## src/rtl/inv_mix_columns_iter.sv

```systemverilog
// inv_mix_columns_iter: iterative AES InvMixColumns, COLS_PER_CYCLE columns per clock.
// Valid/ready on both sides; per-block bypass covers the final decrypt round.
module inv_mix_columns_iter #(
   parameter int COLS_PER_CYCLE = 1
) (
   input  logic         clk,
   input  logic         rst_n,
   input  logic         in_valid,
   output logic         in_ready,
   input  logic         in_bypass,
   input  logic [127:0] in_data,
   output logic         out_valid,
   input  logic         out_ready,
   output logic [127:0] out_data
);

   if (COLS_PER_CYCLE != 1 && COLS_PER_CYCLE != 2 &&
       COLS_PER_CYCLE != 4) begin : g_bad_cpc
      $error("COLS_PER_CYCLE must be 1, 2 or 4");
   end

   typedef enum logic [1:0] {
      IDLE,
      BUSY,
      DONE
   } st_t;

   st_t          st;
   logic [1:0]   col;
   logic [127:0] state_q;
   logic [127:0] nxt;
   logic         byp_q;
   logic         up_q;
   logic         accept;
   logic         last;

   function automatic logic [7:0] xt(input logic [7:0] b);
      return {b[6:0], 1'b0} ^ (b[7] ? 8'h1b : 8'h00);
   endfunction

   // 9/B/D/E multiples built from the x2, x4, x8 xtime chain
   function automatic logic [31:0] inv_col(input logic [31:0] c);
      logic [7:0] a  [4];
      logic [7:0] m9 [4];
      logic [7:0] mb [4];
      logic [7:0] md [4];
      logic [7:0] me [4];
      logic [7:0] x2, x4, x8;
      logic [31:0] o;
      o = '0;
      for (int r = 0; r < 4; r++) begin
         a[2'(r)]  = c[31-8*r -: 8];
         x2        = xt(a[2'(r)]);
         x4        = xt(x2);
         x8        = xt(x4);
         m9[2'(r)] = x8 ^ a[2'(r)];
         mb[2'(r)] = x8 ^ x2 ^ a[2'(r)];
         md[2'(r)] = x8 ^ x4 ^ a[2'(r)];
         me[2'(r)] = x8 ^ x4 ^ x2;
      end
      for (int r = 0; r < 4; r++) begin
         o[31-8*r -: 8] = me[2'(r)] ^ mb[2'(r+1)] ^
                          md[2'(r+2)] ^ m9[2'(r+3)];
      end
      return o;
   endfunction

   always_comb begin
      logic [1:0] ci;
      ci  = '0;
      nxt = state_q;
      for (int k = 0; k < COLS_PER_CYCLE; k++) begin
         ci = col + 2'(k);
         if (!byp_q) begin
            nxt[127-32*ci -: 32] = inv_col(state_q[127-32*ci -: 32]);
         end
      end
   end

   assign last      = (col + 2'(COLS_PER_CYCLE - 1)) == 2'd3;
   // up_q holds in_ready low until the first edge after reset release
   assign in_ready  = up_q & ((st == IDLE) | ((st == DONE) & out_ready));
   assign accept    = in_valid & in_ready;
   assign out_valid = (st == DONE);
   assign out_data  = state_q;

   always_ff @(posedge clk or negedge rst_n) begin
      if (!rst_n) begin
         st      <= IDLE;
         col     <= '0;
         state_q <= '0;
         byp_q   <= 1'b0;
         up_q    <= 1'b0;
      end else begin
         up_q <= 1'b1;
         if (accept) begin
            state_q <= in_data;
            byp_q   <= in_bypass;
            col     <= '0;
            st      <= BUSY;
         end else begin
            unique case (st)
               BUSY: begin
                  state_q <= nxt;
                  col     <= col + 2'(COLS_PER_CYCLE);
                  if (last) st <= DONE;
               end
               DONE: begin
                  if (out_ready) st <= IDLE;
               end
               default: ;
            endcase
         end
      end
   end

endmodule

```

## config.mk

```make
export PLATFORM = sky130hd
export DESIGN_NAME = inv_mix_columns_iter
export DESIGN_NICKNAME = d
export VERILOG_FILES = /design/src/rtl/inv_mix_columns_iter.sv
export SDC_FILE = /design/constraint.sdc
export NUM_CORES = 1
export LEC_CHECK = 0
export ABC_AREA = 1
export ABC_CLOCK_PERIOD_IN_PS = 1550
export BUFFER_PORTS_ARGS = -buffer_cell sky130_fd_sc_hd__buf_2
export CAP_MARGIN = 10
export CORE_ASPECT_RATIO = 1.1
export CORE_MARGIN = 1
export CORE_UTILIZATION = 45
export CTS_CLUSTER_DIAMETER = 100
export CTS_CLUSTER_SIZE = 28
export DETAILED_ROUTE_END_ITERATION = 12
export PLACE_DENSITY = 0.78
export SYNTH_ARGS = -nofsm -noshare
export SYNTH_HDL_FRONTEND = slang
export SYNTH_SLANG_ARGS = --single-unit
```

## constraint.sdc

```tcl
create_clock -name clk -period 1.55 [get_ports clk]
set_clock_uncertainty 0.1 [all_clocks]
set_input_delay 0.0775 -clock clk [delete_from_list [all_inputs] [get_ports clk]]
set_output_delay 0.0775 -clock clk [all_outputs]
set_load 0.03 [all_outputs]
```

After elaboration in Yosys (flattened, before gate mapping) --
Index checks and enable logic that the tools add are counted.
Word-level totals: word-level logic and storage cells 35, flip-flop bits (word level) 134, output and inout port bits 130, bits of input ports 133
Operators by class: eq/ne operators 6, reduce and logical (&&, ||, !) cells 5, mux-type cells 10, add/sub/neg operators 3, shift operators 2, bitwise operators 4
Operators by type and width (number):
- 128-bit two-way mux | 3
- 32-bit by 34-bit variable shift with 159-bit output, first input constant | 1
- 1-bit by 34-bit indexed part select with 159-bit output, first input constant | 1
- 128-bit bitwise mux | 1
- 32-bit negator with 34-bit output | 1
- 2-bit two-way mux | 5
- 7-bit by 7-bit subtractor with 8-bit output, first input constant | 1
- 2-bit equality test, second input constant | 2
- 2-bit case mux with 2 select lines | 1
- 1-bit AND | 3
- 3-bit by 1-bit != test with 1-bit output, second input constant | 1
- 3-bit != test, second input constant | 1
- 3-bit AND reduction | 1
- 3-bit nonzero test | 1
- 2-bit by 1-bit adder with 2-bit output, second input constant | 1
- 2-bit by 1-bit equality test with 1-bit output, second input constant | 1
- 2-bit zero test | 1
- 2-bit by 1-bit != test with 1-bit output, second input constant | 1
- 2-bit AND reduction | 1
- 2-bit nonzero test | 1
- 1-bit OR | 1

Logic depth before layout (Yosys ltp) --
depth in word-level cells 7, mapped depth 8, depth with buffers taken out 6

Worst setup path before layout --
No wires, ideal clock.
path type reg-to-reg, start register col[0], end register state_q[34] (netlist: out_data[34]), slack 181 ps, library setup time 119 ps, arrival 1150 ps, clock period less this slack 1369 ps, cell stages (with the launch flop) 7, cell sequence dfrtp_1 > inv_1 > ha_1 > nand4_1 > clkbuf_1 > nand3_1 > nand2_1
Between the ends: cells in the longest elaborated chain, start to end 7, elaborated cells between the ends (all ways) 8, those cells by class add/sub (2); shift (2); mux (4)
RTL lines:
- start: declaration | line 29 | logic [1:0] col;
- start signal: assignment | line 105 | col <= col + 2'(COLS_PER_CYCLE);
- 7-bit by 7-bit subtractor with 8-bit output (*) | line 75 | nxt[127-32*ci -: 32] = inv_col(state_q[127-32*ci -: 32]);
- 32-bit negator with 34-bit output (*) | line 75
- 32-bit by 34-bit variable shift with 159-bit output or 1-bit by 34-bit indexed part select with 159-bit output (tied branches) | line 75
- 128-bit bitwise mux (*) | line 75
- 128-bit two-way mux (*) | line 74 | if (!byp_q) begin
- 128-bit two-way mux (*) | line 102 | unique case (st)
- 128-bit two-way mux (*) | line 96 | if (accept) begin
- end signal: assignment | line 97 | state_q <= in_data;
- end signal: assignment | line 104 | state_q <= nxt;
- end: declaration | line 30 | logic [127:0] state_q;
Mark *: on every way between the ends. The rest lies on a longest branch, timed or not. The select of a mux whose other input is x is not followed. A chain may end at the register's enable or synchronous reset.

Worst setup path after layout --
start register st[0], end output port in_ready
Between the ends: cells in the longest elaborated chain, start to end 4, elaborated cells between the ends (all ways) 5, those cells by class eq/ne (1); bitwise (3); reduce/logical (1)
RTL lines:
- start: declaration | line 28 | st_t st;
- start signal: assignment | line 89 | st <= IDLE;
- start signal: assignment | line 100 | st <= BUSY;
- start signal: assignment | line 106 | if (last) st <= DONE;
- 2-bit equality test | line 82 | assign in_ready = up_q & ((st == IDLE) | ((st == DONE) & out_ready));
- 1-bit AND | line 82
- 1-bit OR (*) | line 82
- 1-bit AND (*) | line 82
- end: declaration | line 9 | output logic in_ready,
Mark *: on every way between the ends. The rest lies on a longest branch, timed or not.

==> flow_summary_export.csv <==
group,metric,value,unit
status,outcome,"completed",
layout,num-nets-final,1122,
power,power_density,958,nW/um^2
detailed_routing,routed_wire_length_per_instance,16.1,um
placed_design,dp_hpwl,9570,um
layout,nFillCells,683,
detailed_routing,vias_per_cell,5.11,
sta,post-route-min-period,1.47,ns
detailed_routing,dr.pass1.iters,7,
critical_path,crit_path_max_incr_delay,0.39,ns
layout,final_cells,1150,
flow_run,max_cap_violations,0,
sta,slew_viol_final,0,
synthesis,ys_seq_area_share,62.0,%
synthesis,yosys_warnings,0,
critical_path,rr_endpoint,"out_data[112]",
floorplanning,dieArea,12500,um^2
hold_path,holdCritPathClass,"input pin to async pin",
clock_network,cts_buffers,17,
clock_network,clock_sinks,134,
critical_path,endpoint_kind,"output pin",
global_routing,track_usage,28.7,%
clock_network,cts_buffer_depth,2,
floorplanning,die_w,107,um
synthesis,syn_area_per_cell,9.08,um^2
placed_design,port-buffer-count,262,
placed_design,dp.cells,982,
sta,hold_viol,0,
clock_network,cts-root-buf,"clkbuf_16",
floorplanning,die_h,117,um
layout,multiInputGateArea,1790,um^2
global_routing,overflow,0,
synthesis,synth_cell_types,17,
detailed_routing,drtAntennaViolNets,0,
global_routing,antenna_found_initial,1,
floorplanning,io_pins,263,
synthesis,netlist_area,5410,um^2
critical_path,slowest_stage,"dfrtp_1",
floorplanning,rows,41,
synthesis,synth_top_area_share,62.0,%
critical_path,arrival,1.30,ns
sta,fmax,0.678,GHz
global_routing,grt_pass1_vias,5625,
layout,syn2layout_area_growth,66.4,%
sta,fin_tns_setup,0,ns
critical_path,rr_worst_depth,7,
critical_path,crit_chain,"buf_6, inv_2, nand2_1, nor2_2, buf_6",
sta,fin_crit_sh,95.1,%
global_routing,grt_max_degree,61,
critical_path,crit_top_cell,"buf_6",
critical_path,required,1.37,ns
synthesis,ys_seq_elements,134,
floorplanning,initial_utilization,46.7,%
layout,drive_gt1_share,32.1,%
sta,rsz0062_at_grt,"true",
clock_network,cts.clk_slew.worst_paths,0.06,ns
power,max-vdd-ir-drop,0.662,mV
power,p_leak,5.34,nW
clock_network,worstSkewPairLatency,0.41,ns
critical_path,critPathKind,"register to output pin",
clock_network,htreeDepth,4,
placed_design,gp_congestion,0.778,
critical_path,reg2reg_from,"col[0]",
detailed_routing,drc,0,
critical_path,regToRegSetupSlack,0.11,ns
critical_path,crit_path_max_fanout,7,
detailed_routing,drt_iter0_drc,514,
synthesis,synth.area.top_cells,"dfrtp_1, nand2_1, nand3_1",
synthesis,synthesis.nets,733,
detailed_routing,vias,5879,
sta,setup_violations,0,
synthesis,syn_inst,596,
layout,regArea,3350,um^2
detailed_routing,wl,18500,um
floorplanning,core_area,11600,um^2
critical_path,cp-start-kind,"register",
global_routing,grt_pass1_wl,27400,um
clock_network,cts_tree,"done",
synthesis,synth.largest_area_cell,"dfrtp_1",
-- cell type report --
type                            instances  share of cell area [%]
Inverter                               10                   0.556
Tap cell                              150                    2.08
Sequential cell                       134                    37.2
Clock buffer                           20                    5.07
Multi-Input combinational cell        411                    19.8
Timing Repair Buffer                  411                    32.7
Antenna cell                            2                  0.0556
Clock inverter                         12                    2.49
-- cell usage after synthesis --
master / instances
nor2_2: 1
nand2_1: 264
ha_1: 4
dfrtp_1: 134
nand3_2: 1
conb_1: 1
xor2_1: 1
inv_2: 1
inv_1: 9
o21ai_0: 2
nand4_1: 4
buf_2: 14
buf_6: 11
clkbuf_1: 16
nor2_1: 4
a22oi_1: 1
nand3_1: 128
-- stage by stage --
| step | instance area (um^2) | utilization, % | power (mW) | hold slack (ns) | setup WS (ns) |
|---|---|---|---|---|---|
| floorplan | 5410 | - | 3.57 | -0.318 | 0.181 |
| global placement | 6910 | 59.6 | 3.82 | -0.0831 | 0.139 |
| detailed placement | 6910 | 59.6 | 3.82 | -0.0857 | 0.0715 |
| CTS | 8910 | 76.8 | 8.67 | 0.0420 | 0.00686 |
| global route | 9000 | 77.7 | 8.90 | 0.0703 | -0.00467 |
| finish | 9010 | 77.7 | 8.63 | 0.0423 | 0.0755 |
-- how the worst max path moves through the flow --
stage                 from       endpoint  slack (ns)  cells after the start
global placement     st[1]  out_data[108]        0.14                      6
CTS                  st[0]       in_ready       0.007                      5
global route         st[0]       in_ready      -0.005                      5
floorplan           col[0]   out_data[34]        0.18                      6
finish               st[0]       in_ready        0.08                      5
detailed placement   st[1]   out_data[48]        0.07                      6
-- sequential cells by signal, summed over array words and instances (netlist names) --
name	count
byp_q	1
col	2
out_data	128
st	2
up_q	1
-- power breakdown --
group          switching, mW  internal [mW]
registers           0.000346           3.50
logic                  0.186          0.345
clock network           1.49           3.11
-- worst max-delay path, delay by kind of cell (launching register included) --
family,cells,cell delay (ns)
buffers and inverters,3,0.34
flip-flops,1,0.39
AND/OR/NAND/NOR,2,0.16
-- per-layer routing --
layer	wire length, um	vias to the layer above	track usage, %	share of wire (%)
li1	-	2688	-	-
met1	6800	2781	31.6	37
met2	9640	352	52.2	52
met3	1500	58	7.70	8.1
met4	557	0	13.0	3.0
met5	0	-	0	0
-- cell families after synthesis --
family | count (synthesis) | synth area share (%)
compound gates | 3 | 0.324
xor+xnor | 1 | 0.162
other cells | 1 | 0.0693
simple gates | 402 | 31.2
fa+ha+maj | 4 | 0.925
buf+inv | 51 | 5.39
flops | 134 | 62.0
-- layout by cell type (no fill, tap or decap), types with 2 or more instances in the layout --
cell           count
nand3_1          127
buf_6              4
ha_1               4
clkinv_2           2
clkinv_4           3
bufinv_16          6
o21ai_0            2
clkbuf_16         19
nor2_1             3
diode_2            2
inv_2              3
dlygate4sd3_1    131
buf_4              4
buf_12             9
nand4_1            4
inv_1              6
clkbuf_8           2
nor2_2             2
nand2_1          263
buf_2            260
dfrtp_1          134
-- repair_timing --
| action | in CTS | in global routing |
|---|---|---|
| setup endpoints to repair | 1 | 70 |
| gates resized for setup | 2 | 12 |
| pin swaps | 1 | 1 |
| hold endpoints to repair | 264 | 0 |
| cloned | 0 | 2 |
| buffers inserted | 0 | 1 |
| hold buffers | 131 | 0 |
(Power assumes the default switching activity.)
